## config.mk

```make
export PLATFORM = sky130hd
export DESIGN_NAME = state_ram_24x16_flat
export DESIGN_NICKNAME = d
export VERILOG_FILES = /design/src/rtl/state_ram_24x16_if.sv /design/src/rtl/state_ram_24x16.sv /design/src/flat_wrapper.sv
export SDC_FILE = /design/constraint.sdc
export NUM_CORES = 1
export LEC_CHECK = 0
export ABC_CLOCK_PERIOD_IN_PS = 2800
export BUFFER_PORTS_ARGS = -buffer_cell sky130_fd_sc_hd__buf_2
export CAP_MARGIN = 30
export CORE_MARGIN = 5
export CORE_UTILIZATION = 65
export CTS_CLUSTER_DIAMETER = 200
export CTS_CLUSTER_SIZE = 8
export DETAILED_ROUTE_END_ITERATION = 7
export MAX_ROUTING_LAYER = met4
export PLACE_DENSITY_LB_ADDON = 0.3
export SETUP_SLACK_MARGIN = 0.05
export SYNTH_ARGS = -nofsm -noshare
export SYNTH_HDL_FRONTEND = slang
export SYNTH_SLANG_ARGS = --single-unit
```

## constraint.sdc

```tcl
create_clock -name clock_200 -period 2.8 [get_ports clock_200]
set_clock_uncertainty 0.15 [all_clocks]
set_input_delay 0.14 -clock clock_200 [delete_from_list [all_inputs] [get_ports clock_200]]
set_output_delay 0.14 -clock clock_200 [all_outputs]
set_load 0.01 [all_outputs]
```

## src/rtl/state_ram_24x16_if.sv

```systemverilog
// Write/read port bundle for state_ram_24x16; master drives address/data/enables, slave returns q.
interface state_ram_24x16_if #(
  parameter int DATA_W = 24,
  parameter int ADDR_W = 4
);
  logic [ADDR_W-1:0] wr_address;
  logic [DATA_W-1:0] data;
  logic              we;
  logic              wr_clock_en;
  logic [ADDR_W-1:0] rd_address;
  logic              rd_clock_en;
  logic [DATA_W-1:0] q;

  modport master (
    output wr_address, data, we, wr_clock_en, rd_address, rd_clock_en,
    input  q
  );

  modport slave (
    input  wr_address, data, we, wr_clock_en, rd_address, rd_clock_en,
    output q
  );
endinterface

```

## src/rtl/state_ram_24x16.sv

```systemverilog
// 16x24 simple dual-port flop RAM, 1-cycle registered read; read-first, or write-first with RAM_BYPASS_EN.
// No backpressure: both port enables are sampled on every rising edge; reset clears array and q.
module state_ram_24x16 #(
  parameter int DATA_W = 24,
  parameter int ADDR_W = 4
) (
  input  logic               clock_200,
  input  logic               reset_n,
  state_ram_24x16_if.slave   bus
);
  localparam int DEPTH = 2 ** ADDR_W;

  logic [DATA_W-1:0] mem [DEPTH];
  logic              wr_fire;
  logic [DATA_W-1:0] rd_word;

  assign wr_fire = bus.we && bus.wr_clock_en;

`ifdef RAM_BYPASS_EN
  // Write-first: forward the incoming word on a same-address collision.
  always_comb begin
    rd_word = mem[bus.rd_address];
    if (wr_fire && (bus.wr_address == bus.rd_address)) begin
      rd_word = bus.data;
    end
  end
`else
  always_comb begin
    rd_word = mem[bus.rd_address];
  end
`endif

  always_ff @(posedge clock_200 or negedge reset_n) begin
    if (!reset_n) begin
      for (int i = 0; i < DEPTH; i++) begin
        mem[i] <= '0;
      end
    end else if (wr_fire) begin
      mem[bus.wr_address] <= bus.data;
    end
  end

  always_ff @(posedge clock_200 or negedge reset_n) begin
    if (!reset_n) begin
      bus.q <= '0;
    end else if (bus.rd_clock_en) begin
      bus.q <= rd_word;
    end
  end
endmodule

```

## src/flat_wrapper.sv

```systemverilog
// flat-port wrapper written by rule: the top's interface ports become plain ports
module state_ram_24x16_flat 
#(
  parameter int DATA_W = 24,
  parameter int ADDR_W = 4
)
  (clock_200, reset_n, bus_wr_address, bus_data, bus_we, bus_wr_clock_en, bus_rd_address, bus_rd_clock_en, bus_q);
  state_ram_24x16_if #(.DATA_W(DATA_W), .ADDR_W(ADDR_W)) bus_i ();
  input  logic clock_200;
  input  logic reset_n;
  input wire logic [$bits(bus_i.wr_address)-1:0] bus_wr_address;
  input wire logic [$bits(bus_i.data)-1:0] bus_data;
  input wire logic [$bits(bus_i.we)-1:0] bus_we;
  input wire logic [$bits(bus_i.wr_clock_en)-1:0] bus_wr_clock_en;
  input wire logic [$bits(bus_i.rd_address)-1:0] bus_rd_address;
  input wire logic [$bits(bus_i.rd_clock_en)-1:0] bus_rd_clock_en;
  output wire logic [$bits(bus_i.q)-1:0] bus_q;
  assign bus_i.wr_address = bus_wr_address;
  assign bus_i.data = bus_data;
  assign bus_i.we = bus_we;
  assign bus_i.wr_clock_en = bus_wr_clock_en;
  assign bus_i.rd_address = bus_rd_address;
  assign bus_i.rd_clock_en = bus_rd_clock_en;
  assign bus_q = bus_i.q;
  state_ram_24x16 #(.DATA_W(DATA_W), .ADDR_W(ADDR_W)) u_core (.clock_200(clock_200), .reset_n(reset_n), .bus(bus_i));
endmodule
```

== After elaboration in Yosys (flattened, before gate mapping) ==
Cells that the tools add are included.
Cells by class
  multiplexer cells: 6
  reduce and logical (&&, ||, !) cells: 2
  magnitude comparators: 3
  bitwise operators: 2
Operators by type and width (number)
  bitwise mux 384 bit: 1
  binary-select mux 24 bit (select 4 bit): 1
  demux 24 bit (select 4 bit): 1
  2-to-1 mux 24 bit: 3
  >= comparator 5 bit (second input constant): 2
  NOT 4 -> 5 bit: 2
  less-than comparator 5 x 1 -> 1 bit (second input constant): 1
  logical AND 1 bit: 2
Storage, ports and cells
  register bits after elaboration: 408
  input port bits: 37

== Logic depth before layout (Yosys ltp) ==
Gate-level depths: netlist of run 1.
  depth in word-level cells: 6
  depth in mapped cells: 6

== Least setup slack after synthesis of run 1 ==
No wires, ideal clock.
  path kind: input to register
  start: input bus_wr_address[2]
  end: register u_core.mem[107] in the netlist's numbering
  cell stages on the path: 5
  setup time: 0.125 ns
  path slack: 1.209 ns
  path buffers: 2
  arrival: 1.317 ns
  cell sequence: clkbuf_2 > nand2b_1 > nor2_1 > buf_2 > mux2_2
Between the ends
  word-level cells in the longest chain between the ends: 6
  elaborated cells on any way between the ends: 7
Ends and longest elaborated chain
  from (decl): RTL line flat_wrapper.sv:11  | input wire logic [$bits(bus_i.wr_address)-1:0] bus_wr_address;
  NOT 4 -> 5 bit (not written as such) (*): RTL line state_ram_24x16.sv:39  | mem[bus.wr_address] <= bus.data;
  >= comparator 5 bit (not written as such) or less-than comparator 5 x 1 -> 1 bit (tied branches): RTL line state_ram_24x16.sv:39
  logical AND 1 bit (not written as such): RTL line state_ram_24x16.sv:39
  2-to-1 mux 24 bit (not written as such): RTL line state_ram_24x16.sv:39
  demux 24 bit (select 4 bit) (*): RTL line state_ram_24x16.sv:39
  bitwise mux 384 bit (*): RTL line state_ram_24x16.sv:39
  to (signal, indexed assignment): RTL line state_ram_24x16.sv:39
  to (decl): RTL line state_ram_24x16.sv:13  | logic [DATA_W-1:0] mem [DEPTH];
Every way passes the cells marked *; elsewhere a longest branch is shown, timed or not.
A chain may end at the register's enable or synchronous reset.

== Final worst setup path of run 1 ==
  start: input bus_rd_address[0]
  end: register u_core.bus.q[17]
Between the ends
  word-level cells in the longest chain between the ends: 4
Ends and longest elaborated chain
  from (decl): RTL line flat_wrapper.sv:15  | input wire logic [$bits(bus_i.rd_address)-1:0] bus_rd_address;
  NOT 4 -> 5 bit (not written as such): RTL line state_ram_24x16.sv:29  | rd_word = mem[bus.rd_address];
  binary-select mux 24 bit (select 4 bit): RTL line state_ram_24x16.sv:29
  2-to-1 mux 24 bit (not written as such) (2 in series): RTL line state_ram_24x16.sv:29
  to (signal assigned): RTL line state_ram_24x16.sv:47  | bus.q <= rd_word;
  to (decl): RTL line state_ram_24x16_if.sv:21  | output q
No other way between the ends. The select of a mux whose other input is x is not followed.

==> impl_results.md, run 1 <==
- Outcome: finished clean
- Kind of end point of the critical path: register
- GP Congestion: 0.756
- WL/cell: 24.4 µm
- Synthesized Nets: 1147
- Antenna-violating nets left: 0
- Critical Setup Path Class: primary input to register
- Number of clock sinks: 408
- Residual DRC: 0
- CTS clk-pin slew, worst paths: 0.05 ns
- Post-Syn Instances: 1110
- RSZ-0062 raised after global routing: false
- Layout Cells excl Fill: 1575
- Final core occ: 0.747
- Root Buffer: clkbuf_16
- Overflow after GRT: 0
- Final Hold Slack: 0.0558 ns
- Setup violators final: 0
- Post-Synth XOR/XNOR Area: 0
- Post-Place Setup Slack: 0.572 ns
- PortBufs: 60
- Setup Buffers After CTS: 0
- Slew Limit Fails: 0
- Setup crit start kind: primary input
- Synth top cells by count: dfrtp_1 (408), mux2_2 (321), mux4_2 (96), mux2_1 (63), buf_2 (44)
- Share of layout cells above drive strength 1: 0.493
- Static leakage: 9.25 nW
- Initial DRC count: 677
- Global-route wire length before repair: 63400 µm
- R2R setup slack: 1.26 ns
- Asr flop ratio synth: 1.00
- Peak VDD IR: 0.487 mV
- Max-Cap Viols: 0
- CP arrival: 2.24 ns
- DR pass1 iterations: 5
- Core area: 27600 µm²
- Synth Area in Simple Gates: 0.0137
- Register area share after synthesis: 0.567
- Num CTS Buffers: 56
- Post-DP Area: 18900 µm²
- Post-synthesis adder-cell area fraction: 0
- Yosys Warn Count: 0
- Post-synthesis compound-gate area fraction: 0.0200
- I/O pins: 61
- Die X-Extent: 177 µm
- FF-to-FF path depth: 3
- Min-delay worst type: primary input to asynchronous set/reset pin
- Final TNS setup: 0 ns
- Reg2reg end: u_core.bus.q[14]$_DFFE_PN0P_
- Largest family of logic cells by synthesized area: multiplexers
- Area Overhead vs Synth: 14.2%
- Worst-Skew Late Latency: 0.56 ns
- Antenna violations before repair: 1
- Mux cell area share after synthesis: 0.373
- Worst slew pin tran: 0.961 ns
- Most frequent cell after synthesis: dfrtp_1
- Via density: 6.44
- CP Data Required Time: 3.05 ns
- Slew headroom: 0.359
- Routed wire length: 38500 µm
- PD cells: 765 nW/µm²
- Final worst path period share: 0.711
- Top cells by area, synth: dfrtp_1 (57%), mux2_2 (20%), mux4_2 (12%)
- CP Max Fanout: 16
- Syn Area/Cell: 16.2 µm²
- Worst reg2reg path startpoint: u_core.mem[86]$_DFFE_PN0P_
- Filler Cell Count: 1611
- Number of cell rows: 61
- Htree depth: 2
- Final worst slack: 0.811 ns
- Tmin final: 1.99 ns
- Power consumption: 15.7 mW
- Vias: 10100
- Effective utilization at floorplan: 0.654
- Count of cell types in the netlist: 22
- CTS resizes: 0
- Synth top area share: 0.567
- Max Clk Rate: 503 MHz
- Placed cell count: 1488
- Synth Cell Area: 18000 µm²
- Final Hold Vio Count: 0
- Clk buf depth: 3
- Hold-fix buffers, CTS: 27
- Design Area, Final: 20600 µm²
- Die area: 31200 µm²
- Largest net degree at the start of global routing: 86
- Nets: 1232
- Yosys top cell by area: dfrtp_1
- Number of global-route vias before repair: 11300
- CTS tree: yes
- Gr usage total: 0.269
- Die Ht: 177 µm
- Hpwl dp: 22300 µm
- Post-synth EDFFs: 0
- Ys flop type: dfrtp_1
- Seq cells post-synth: 408
## layout make-up
type / instances / area, µm² / share of cell area
multi-input cells: 603 / 7420 / 0.361
well taps: 378 / 473 / 0.0230
flip-flops and latches: 408 / 10200 / 0.496
clock inverters: 2 / 17.5 / 0.000851
repair buffers: 126 / 1030 / 0.0500
diodes: 1 / 2.50 / 0.000122
clock buffers: 57 / 1430 / 0.0693
## registers in the layout (all words and copies together), names as in the netlist
signal / flops
u_core.mem: 384
u_core.bus.q: 24
## critical path, stage by stage
cell	delay, ns
dlygate4sd3_1	0.52
buf_4	0.32
buf_4	0.39
mux4_2	0.54
o22ai_1	0.20
a221oi_1	0.11
## logic make-up after synthesis
kind of cell           count (synthesis)
muxes                                504
buffers and inverters                 99
and+or+nand+nor                       51
AOI/OAI and AO/OA                     48
DFF                                  408
## power breakdown
group / switching, mW / internal (mW)
registers: 0.579 / 7.05
clock network: 2.26 / 3.53
logic: 0.875 / 1.46
## layout by cell type (no fill, tap or decap), types with 2 or more instances in the layout
cell           count
a221oi_1          24
buf_12            12
buf_2             57
buf_4             29
clkbuf_16         57
dfrtp_1          408
dlygate4sd3_1     27
inv_6              2
mux2_1            63
mux2_2           321
mux2i_1           24
mux4_2            96
nand2_1            2
nand2b_1           3
nand2b_2           2
nand3b_1           2
nand4b_1           2
nor2_1            25
nor2_4             9
o22ai_1           24
## how the worst max path moves through the flow
| stage | startpoint | end | depth (start not counted) |
|---|---|---|---|
| after floorplan | bus_wr_address[2] | u_core.mem[107]$_DFFE_PN0P_ | 5 |
| after global placement | bus_wr_address[0] | u_core.mem[325]$_DFFE_PN0P_ | 4 |
| after detailed placement | bus_wr_address[0] | u_core.mem[322]$_DFFE_PN0P_ | 4 |
| after CTS | bus_rd_address[0] | u_core.bus.q[17]$_DFFE_PN0P_ | 6 |
| after global routing | bus_rd_address[0] | u_core.bus.q[17]$_DFFE_PN0P_ | 6 |
| final | bus_rd_address[0] | u_core.bus.q[17]$_DFFE_PN0P_ | 6 |
## per-layer routing
layer  routed length, µm  vias up  global-route usage
met3                1680       55              0.0405
met5                   0        -                   -
li1                    -     4318                   -
met1               16500     5497               0.373
met4                 725        0              0.0690
met2               19600      267               0.429
No activity file was read; power rests on OpenSTA's default activity.
==> run 2: changes to the inputs <==
Settings changed: ABC_CLOCK_PERIOD_IN_PS 2800 to 2050, CORE_UTILIZATION 65 to 62.
Clock period 2.8 ns to 2.05 ns, I/O delays scaled along.
==> run 2 against run 1 <==
  * Power rose by 37%
  * Clock power rose by 36%
  * Largest cell class unchanged
  * Worst hold slack improved by 0.022 ns
  * Largest power group unchanged
==> impl_results.md, run 2 (synthesized netlist as in run 1, its figures left out) <==
- PD cells: 1030 nW/µm² (was 765 nW/µm²)
- Commonest cells after routing, fill and taps aside: dfrtp_1 (408), mux2_2 (321), mux4_2 (96), mux2_1 (63) (unchanged)
- Htree depth: 2 (unchanged)
- Number of antenna diodes: 0 (was 1)
- Setup crit start kind: primary input (unchanged)
- Max-Cap Viols: 0 (unchanged)
- Most flops, register: u_core.mem (unchanged)
- I/O pins: 61 (unchanged)
- Crit-path cells: dlygate4sd3_1 > buf_4 > buf_4 > mux4_2 > o22ai_1 > a221oi_1 (unchanged)
- Initial DRC count: 727 (was 677)
- Num CTS Buffers: 56 (unchanged)
- Via density: 6.50 (was 6.44)
- Final TNS setup: 0 ns (unchanged)
- Max Clk Rate: 552 MHz
- Most common cell after layout, fill and taps aside: dfrtp_1 (unchanged)
- Antenna-violating nets left: 0 (unchanged)
- Top Layer Used: met4 (unchanged)
- Top flop regs: u_core.mem (384), u_core.bus.q (24) (unchanged)
- Final worst path period share: 0.883
- Global-route wire length before repair: 67100 µm (was 63400 µm)
- CP Data Required Time: 2.30 ns (was 3.05 ns)
- Slew headroom: 0.486 (was 0.359)
- Outcome: finished clean (unchanged)
- Gate power share: 0.150 (was 0.148)
- Die area: 32600 µm² (was 31200 µm²)
- Power consumption: 21.6 mW (was 15.7 mW)
- Worst-Skew Late Latency: 0.56 ns (about the same)
- Static leakage: 9.37 nW (was 9.25 nW)
- Share of layout cells above drive strength 1: 0.500 (was 0.493)
- Flop pwr share: 0.483 (was 0.484)
- Overflow after GRT: 0 (unchanged)
- GP Congestion: 0.754 (was 0.756)
- DR pass1 iterations: 5 (unchanged)
- CP Max Fanout: 11 (was 16)
- Psw: 5.11 mW (was 3.71 mW)
- R2R setup slack: 0.54 ns (was 1.26 ns)
- Area Overhead vs Synth: 15.9% (was 14.2%)
- Final Hold Vio Count: 0 (unchanged)
- Metal2 WL: 20100 µm (was 19600 µm)
- Routed wl met3: 2420 µm (was 1680 µm)
- Hpwl dp: 22400 µm (was 22300 µm)
- Max FFs per register: 384 (unchanged)
- Final core occ: 0.728 (was 0.747)
- Critical Setup Path Class: primary input to register (unchanged)
- Slew Limit Fails: 0 (unchanged)
- Slowest library cell on the worst path: mux4_2 (unchanged)
- CTS clk-pin slew, worst paths: 0.05 ns (about the same)
- Peak VDD IR: 0.711 mV (was 0.487 mV)
- Die Ht: 180 µm (was 177 µm)
- Clk buf depth: 3 (unchanged)
- Vias: 10400 (was 10100)
- Number of cell rows: 62 (was 61)
- Largest stage delay, worst path: 0.55 ns (was 0.54 ns)
- PortBufs: 60 (unchanged)
- Number of global-route vias before repair: 11600 (was 11300)
- CTS resizes: 0 (unchanged)
- Min-delay worst type: primary input to register (was primary input to asynchronous set/reset pin)
- Root Buffer: clkbuf_16 (unchanged)
- Setup violators final: 0 (unchanged)
- M1 wire length: 17800 µm (was 16500 µm)
- Antenna violations before repair: 0 (was 1)
- Gr usage total: 0.271 (was 0.269)
- Tmin final: 1.81 ns
- Nets: 1247 (was 1232)
- Core area: 28700 µm² (was 27600 µm²)
- Pint: 16.5 mW (was 12.0 mW)
- RSZ-0062 raised after global routing: false (unchanged)
- Switching share of power: 0.237 (was 0.236)
- Kind of end point of the critical path: register (unchanged)
- WL/cell: 25.9 µm (was 24.4 µm)
- Residual DRC: 0 (unchanged)
- Routed wire length: 41400 µm (was 38500 µm)
- Most numerous cell on the critical path: buf_4 (unchanged)
- Largest net degree at the start of global routing: 54 (was 86)
- Die X-Extent: 180 µm (was 177 µm)
- Effective utilization at floorplan: 0.628 (was 0.654)
- CP arrival: 2.06 ns (was 2.24 ns)
- Design Area, Final: 20900 µm² (was 20600 µm²)
- Post-DP Area: 19100 µm² (was 18900 µm²)
- CTS tree: yes (unchanged)
- Part of the power in the clock network: 0.366 (was 0.368)
- Number of clock sinks: 408 (unchanged)
- Worst slew pin tran: 0.771 ns (was 0.961 ns)
==> run 2: changes by cell type in the layout (fill, tap and decap cells not counted), sizes merged <==
cell and change:
diode -1, buf +15
==> run 2: layer usage <==
metal	up-vias	global-route usage
met5	-	-
met3	86	0.0499
li1	4339	-
met4	0	0.0802
met1	5609	0.378
met2	328	0.417
==> run 2: power groups by stage <==
| stage | sequential, mW | combinational [mW] | clock (mW) |
|---|---|---|---|
| after global placement | 10.4 | 3.06 | 0 |
| final | 10.4 | 3.24 | 7.90 |
| after floorplan | 10.2 | 2.40 | 0 |
| after CTS | 10.4 | 3.28 | 8.02 |
| after global routing | 10.6 | 3.56 | 8.38 |
| after detailed placement | 10.5 | 3.20 | 0 |
==> run 2: worst paths after layout <==
| path | startpoint | depth (start not counted) | to |
|---|---|---|---|
| hold reg to reg | u_core.mem[105]$_DFFE_PN0P_ | 1 | u_core.mem[105]$_DFFE_PN0P_ |
| hold / removal | bus_wr_address[2] | 4 | u_core.mem[293]$_DFFE_PN0P_ |
| max in group asynchronous | reset_n | 4 | u_core.mem[133]$_DFFE_PN0P_ |
| setup reg to reg | u_core.mem[51]$_DFFE_PN0P_ | 3 | u_core.bus.q[3]$_DFFE_PN0P_ |
| min in group asynchronous | reset_n | 3 | u_core.mem[96]$_DFFE_PN0P_ |
| setup / recovery | bus_rd_address[0] | 6 | u_core.bus.q[9]$_DFFE_PN0P_ |
==> run 2: worst max-delay path, delay by kind of cell <==
| kind | cells | cell delay, ns |
|---|---|---|
| AOI/OAI and AO/OA | 2 | 0.30 |
| muxes | 1 | 0.55 |
| buffers and inverters | 3 | 1.08 |
==> run 2: layout make-up <==
| cell class | count | area, µm² |
|---|---|---|
| fillers | 1751 | 7820 |
| clock buffers | 57 | 1430 |
| flip-flops and latches | 408 | 10200 |
| multi-input cells | 603 | 7420 |
| clock inverters | 2 | 17.5 |
| repair buffers | 141 | 1330 |
| well taps | 384 | 480 |
==> run 2: per-stage QoR <==
step                std cells  setup WS (ns)  hold slack, ns
detailed placement       1508          0.163         -0.0156
CTS                      1595          0.265          0.0574
global placement         1508          0.256         -0.0270
global route             1595          0.149          0.0991
finish                   1595          0.240          0.0783
floorplan                1110          0.496          -0.343
==> run 2: repair_timing <==
action / in CTS / in global routing
endpoints found under the setup margin: 0 / 0
buffers inserted: 0 / 0
hold endpoints to repair: 794 / 0
hold buffers: 28 / 0
